<file path="config.mk">
export PLATFORM = sky130hd
export DESIGN_NAME = alu_exec_unit
export DESIGN_NICKNAME = d
export VERILOG_FILES = /design/src/rtl/alu_exec_unit.sv
export SDC_FILE = /design/constraint.sdc
export NUM_CORES = 1
export LEC_CHECK = 0
export ABC_AREA = 1
export CAP_MARGIN = 10
export CORE_AREA = 2 2 150 152
export DETAILED_ROUTE_END_ITERATION = 10
export DIE_AREA = 0 0 152 154
export PLACE_DENSITY = 0.75
export SYNTH_ARGS = -nofsm -noshare
export SYNTH_HDL_FRONTEND = slang
export SYNTH_SLANG_ARGS = --single-unit
</file>
<file path="constraint.sdc">
create_clock -name clk -period 3 [get_ports clk]
set_clock_uncertainty 0.2 [all_clocks]
set_input_delay 0.6 -clock clk [delete_from_list [all_inputs] [get_ports clk]]
set_output_delay 0.6 -clock clk [all_outputs]
set_load 0.01 [all_outputs]
</file>
<file path="src/rtl/alu_exec_unit.sv">
// Execute-stage ALU: logic/arith/compare ops plus shifts, result and branch flag registered.
// Latency: one cycle after accept; serial shifts add one cycle per position (ALU_FAST_SHIFT_EN: always one cycle).
// Backpressure: accepts only in IDLE; result held in DONE until out_ready, in_valid ignored meanwhile.
module alu_exec_unit #(
  parameter int DATA_WIDTH = 32
) (
  input  logic                  clk,
  input  logic                  reset,
  input  logic                  in_valid,
  output logic                  in_ready,
  input  logic [3:0]            Operation,
  input  logic [DATA_WIDTH-1:0] SrcA,
  input  logic [DATA_WIDTH-1:0] SrcB,
  output logic                  out_valid,
  input  logic                  out_ready,
  output logic [DATA_WIDTH-1:0] ALUResult,
  output logic                  BranchTaken
);

  localparam int SW = $clog2(DATA_WIDTH);
`ifdef ALU_FAST_SHIFT_EN
  localparam bit FAST = 1'b1;
`else
  localparam bit FAST = 1'b0;
`endif

  typedef enum logic [1:0] {IDLE, SHIFT, DONE} state_t;

  state_t                  state, state_nxt;
  logic                    accept;
  logic                    is_shift;
  logic                    start_shift;
  logic [SW-1:0]           shamt;
  logic                    lt_s;
  logic signed [DATA_WIDTH-1:0] sra_all;
  logic [DATA_WIDTH-1:0]   imm_res;
  logic                    imm_flag;
  logic [3:0]              op_q;
  logic [DATA_WIDTH-1:0]   work;
  logic [DATA_WIDTH-1:0]   work_step;
  logic [SW-1:0]           cnt;

  assign shamt       = SrcB[SW-1:0];
  assign is_shift    = (Operation == 4'b0100) || (Operation == 4'b0101) || (Operation == 4'b0111);
  assign start_shift = !FAST && is_shift && (shamt != '0);
  assign in_ready    = (state == IDLE) && !reset;
  assign accept      = in_valid && in_ready;
  assign out_valid   = (state == DONE);
  assign lt_s        = $signed(SrcA) < $signed(SrcB);
  assign sra_all     = $signed(SrcA) >>> shamt;

  // Single-cycle result and flag for the op presented at the input.
  always_comb begin
    imm_res  = '0;
    imm_flag = 1'b0;
    case (Operation)
      4'b0000: imm_res = SrcA & SrcB;
      4'b0001: imm_res = SrcA | SrcB;
      4'b0010: imm_res = SrcA + SrcB;
      4'b0011: imm_res = SrcA - SrcB;
      4'b0110: imm_res = SrcA ^ SrcB;
      // Serial build only reaches these with amount 0, where the result is A.
      4'b0100: imm_res = FAST ? (SrcA << shamt) : SrcA;
      4'b0101: imm_res = FAST ? (SrcA >> shamt) : SrcA;
      4'b0111: imm_res = FAST ? sra_all : SrcA;
      4'b1100: imm_res = {{(DATA_WIDTH-1){1'b0}}, lt_s};
      4'b1000: imm_flag = (SrcA == SrcB);
      4'b1011: imm_flag = lt_s;
      4'b1101: imm_flag = !lt_s;
      // BNE and LUI share this code: drive both outputs.
      4'b1001: begin
        imm_res  = SrcB;
        imm_flag = (SrcA != SrcB);
      end
      default: begin
        imm_res  = '0;
        imm_flag = 1'b0;
      end
    endcase
  end

  // One-position step of the serial shifter.
  always_comb begin
    work_step = work;
    case (op_q)
      4'b0100: work_step = work << 1;
      4'b0101: work_step = work >> 1;
      4'b0111: work_step = {work[DATA_WIDTH-1], work[DATA_WIDTH-1:1]};
      default: work_step = work;
    endcase
  end

  // State register.
  always_ff @(posedge clk) begin
    if (reset) state <= IDLE;
    else       state <= state_nxt;
  end

  // Next-state logic.
  always_comb begin
    state_nxt = state;
    case (state)
      IDLE:    if (accept) state_nxt = start_shift ? SHIFT : DONE;
      SHIFT:   if (cnt == SW'(1)) state_nxt = DONE;
      DONE:    if (out_ready) state_nxt = IDLE;
      default: state_nxt = IDLE;
    endcase
  end

  // Datapath: load on accept, step while shifting, outputs only change on completion.
  always_ff @(posedge clk) begin
    if (reset) begin
      ALUResult   <= '0;
      BranchTaken <= 1'b0;
      op_q        <= '0;
      work        <= '0;
      cnt         <= '0;
    end else begin
      case (state)
        IDLE: begin
          if (accept) begin
            if (start_shift) begin
              op_q <= Operation;
              work <= SrcA;
              cnt  <= shamt;
            end else begin
              ALUResult   <= imm_res;
              BranchTaken <= imm_flag;
            end
          end
        end
        SHIFT: begin
          work <= work_step;
          cnt  <= cnt - SW'(1);
          if (cnt == SW'(1)) begin
            ALUResult   <= work_step;
            BranchTaken <= 1'b0;
          end
        end
        default: ;
      endcase
    end
  end

endmodule

</file>
==> metrics.cfg, run 1 <==
[status]
status=finished clean

[sta]
hold_viol_final=0
fin_crit_sh_pct=98.5
setup_ws_ps=46.3
finalSetupTns_ps=0
max-slew-margin-rel_pct=32.4
slew_violations=0
min_period_ps=2950
rsz0062_at_grt=true
fmax_mhz=339
tightest_slew_ps=1010
setup_viol=0

[drt]
wirelength_met1_mm=19.3
wl_met3_mm=3.71
met2_length_mm=22.3
first_pass_iters=7
drt_iter0_markers=1334
vias=14300
wl_mm=48.9
wl_per_cell_um=19.6
vias_per_cell=5.72
detail-route-antenna-nets=0
post-route-drc-count=0
topRoutingLayerUsed=met4

[die]
dieHeight_um=154
die_w_um=152
die_area_um2=23400
rows=54
ios=107
coreArea_um2=21700
start_util_pct=49.7

[clock_network]
clk_latency_ps=340
cts_root_buffer=clkbuf_16
cts.path.max_buffers=2
clk_pin_slew_ps=60
cts_max_level=3
tritoncts=built
cts_hold_buf=0
clkSinkCount=76
numCtsBuffers=9

[global_routing]
grt_pass1_wl_mm=74.5
grt_start_max_net_pins=59
grt_antenna_before_repair=1
grt_overflow=0
grt_pass1_vias=13700
grt_util_all_layers_pct=40.3

[hold_path]
holdPathStages=2
hold_end=op_q[3]
hp-class=flip-flop to flip-flop
hp-start=op_q[3]

[setup_path]
worstPathRequired_ps=3070
rr_worst_depth=10
critical_path.startpoint_type=input pin
path_max_fanout=3
worstPathArrival_ps=3030
r2r_start=op_q[2]
critPathKind=input pin to flip-flop
ff2ff_setup_slack_ps=390
crit_path_end_kind=flip-flop
r2r_end=work[11]

[cells_and_area]
final_nets=2397
layout_commonest_cell=nand2_1
syn_to_final_growth_pct=40.2
final_layout_size_suffix_gt1_share_pct=24.2
fin_util_pct=69.6
final_cell_mix=440 x nand2_1, 321 x buf_4, 288 x inv_1

[synthesis]
synth_fp_nets=2031
synthDistinctLibCells=48
ys_seq_area_share_pct=14.1
synth-warning-count=0
synth_edf_count=0
ys_ff_latch=76
synthCells=1847
async_reset_ff_share_pct=0
syn-cell-area_um2=10800
avgSynthCellArea_um2=5.83
synth_ff_type=dfxtp_1

[job]
maxCapViolCount=0

[power_and_ir_drop]
comb_power_share_pct=52.6
clockPowerShare_pct=22.8
internal_power_mw=2.89
p_leak_nw=7.55
power_switching_mw=2.01
p_sw_share_pct=41.1
peakVddDrop_v=0.000331
power_frac_seq_pct=24.6
power.density_nw_per_um2=324

[place]
dp_hpwl_mm=39.4
io_buffer_count=106
pre_cts_ws_ps=-439
gp_congestion=1.04

worst max-delay path: stages:
cell,delay (ps)
clkdlybuf4s50_1,540
inv_1,110
buf_4,140
ha_1,210
inv_1,80
o21ai_0,120
nand2_1,80
nand2_1,130
a21oi_1,280
nand2_4,130
nand2_1,140
nand2_1,60
nand2_1,50
nand3_1,60
nand3_1,120
nand2_1,70
a21oi_1,120
through the flow:
stage	cells	power [mW]	area, um^2	hold slack (ps)
floorplan	1847	2.41	10800	248
global placement	2477	3.56	14200	261
detailed placement	2477	3.60	14200	268
CTS	2493	4.71	14600	277
global route	2498	5.14	15100	313
finish	2499	4.90	15100	278
routing by layer:
layer  global-route usage [%]  up-vias
li1                         -     6778
met1                     49.4     6595
met2                     68.1      750
met3                     5.52      180
met4                     22.7        0
met5                        0        -
worst max-delay path by stage:
stage	start	endpoint	slack (ps)	cells past startpoint
floorplan	SrcA[0]	BranchTaken	510	17
global placement	SrcA[11]	ALUResult[17]	-420	14
detailed placement	SrcB[4]	ALUResult[9]	-440	12
CTS	SrcB[12]	ALUResult[25]	-6	15
global route	SrcA[20]	BranchTaken	-50	14
finish	SrcB[12]	ALUResult[23]	50	17
state kept, by name, indices dropped and copies added, names as in the netlist:
register and cells:
ALUResult 32, work 32, cnt 5, op_q 4, state 2, BranchTaken 1
logic make-up (layout without fill, tap and decap cells):
kind of cell | after synthesis | after routing | share of synthesized area, %
buffers and inverters | 399 | 770 | 15.8
DFF | 76 | 76 | 14.1
and+or+nand+nor | 852 | 852 | 34.2
adders and majority gates | 112 | 112 | 13.1
xor gates and xnor gates | 2 | 2 | 0.163
AOI/OAI and AO/OA | 406 | 406 | 22.5
other | 0 | 1 | 0
synth_stat cells (all sizes together) (3+ instances only):
| master | n | share of area, % |
|---|---|---|
| a311oi | 4 | 0.33 |
| nor2 | 158 | 6.2 |
| a21oi | 137 | 6.6 |
| o21ai | 108 | 5.1 |
| o21bai | 9 | 0.63 |
| a31oi | 27 | 1.6 |
| inv | 315 | 11 |
| and3 | 3 | 0.17 |
| nand3 | 160 | 7.8 |
| a211oi | 24 | 1.7 |
| nor4 | 4 | 0.23 |
| nand2 | 484 | 17 |
| ha | 110 | 13 |
| a221oi | 13 | 1.3 |
| nand4 | 12 | 0.70 |
| nor3 | 25 | 1.4 |
| buf | 66 | 4.2 |
| dfxtp | 76 | 14 |
| o22ai | 73 | 4.4 |
| and2 | 3 | 0.17 |
| o31ai | 3 | 0.21 |
| clkbuf | 16 | 0.57 |
power by group through the flow:
stage          Combinational, mW  Sequential, mW  Clock [mW]
5_1_grt                     2.78            1.22        1.15
6_report                    2.58            1.21        1.11
3_5_place_dp                2.38            1.22           0
2_1_floorplan               1.18            1.23           0
3_3_place_gp                2.34            1.22           0
4_1_cts                     2.40            1.20        1.10
final cells by class:
cell class	instances	area, um^2
fillers	1901	6590
clock inverters	4	48.8
well taps	280	350
clock buffers	12	246
diodes	1	2.50
multi-input cells	1372	8060
inverters	317	1200
repair buffers	437	3670
flip-flops and latches	76	1520
timing repair:
| action | CTS | global route |
|---|---|---|
| pin swaps | 0 | 8 |
| endpoints found under the setup margin | 19 | 26 |
| buffers inserted | 0 | 5 |
| gates resized for setup | 22 | 111 |
Note: power is estimated with default switching activity, not from simulation.
==> run 2, diff against run 1 <==
--- a/config.mk
+++ b/config.mk
@@ -8,6 +8,7 @@
 export ABC_AREA = 1
 export CAP_MARGIN = 10
 export CORE_AREA = 2 2 150 152
+export CTS_CLUSTER_SIZE = 28
 export DETAILED_ROUTE_END_ITERATION = 10
 export DIE_AREA = 0 0 152 154
 export PLACE_DENSITY = 0.75
==> results of run 2 <==
Same layout as run 1: the final DEF is identical, and so are final timing and power.
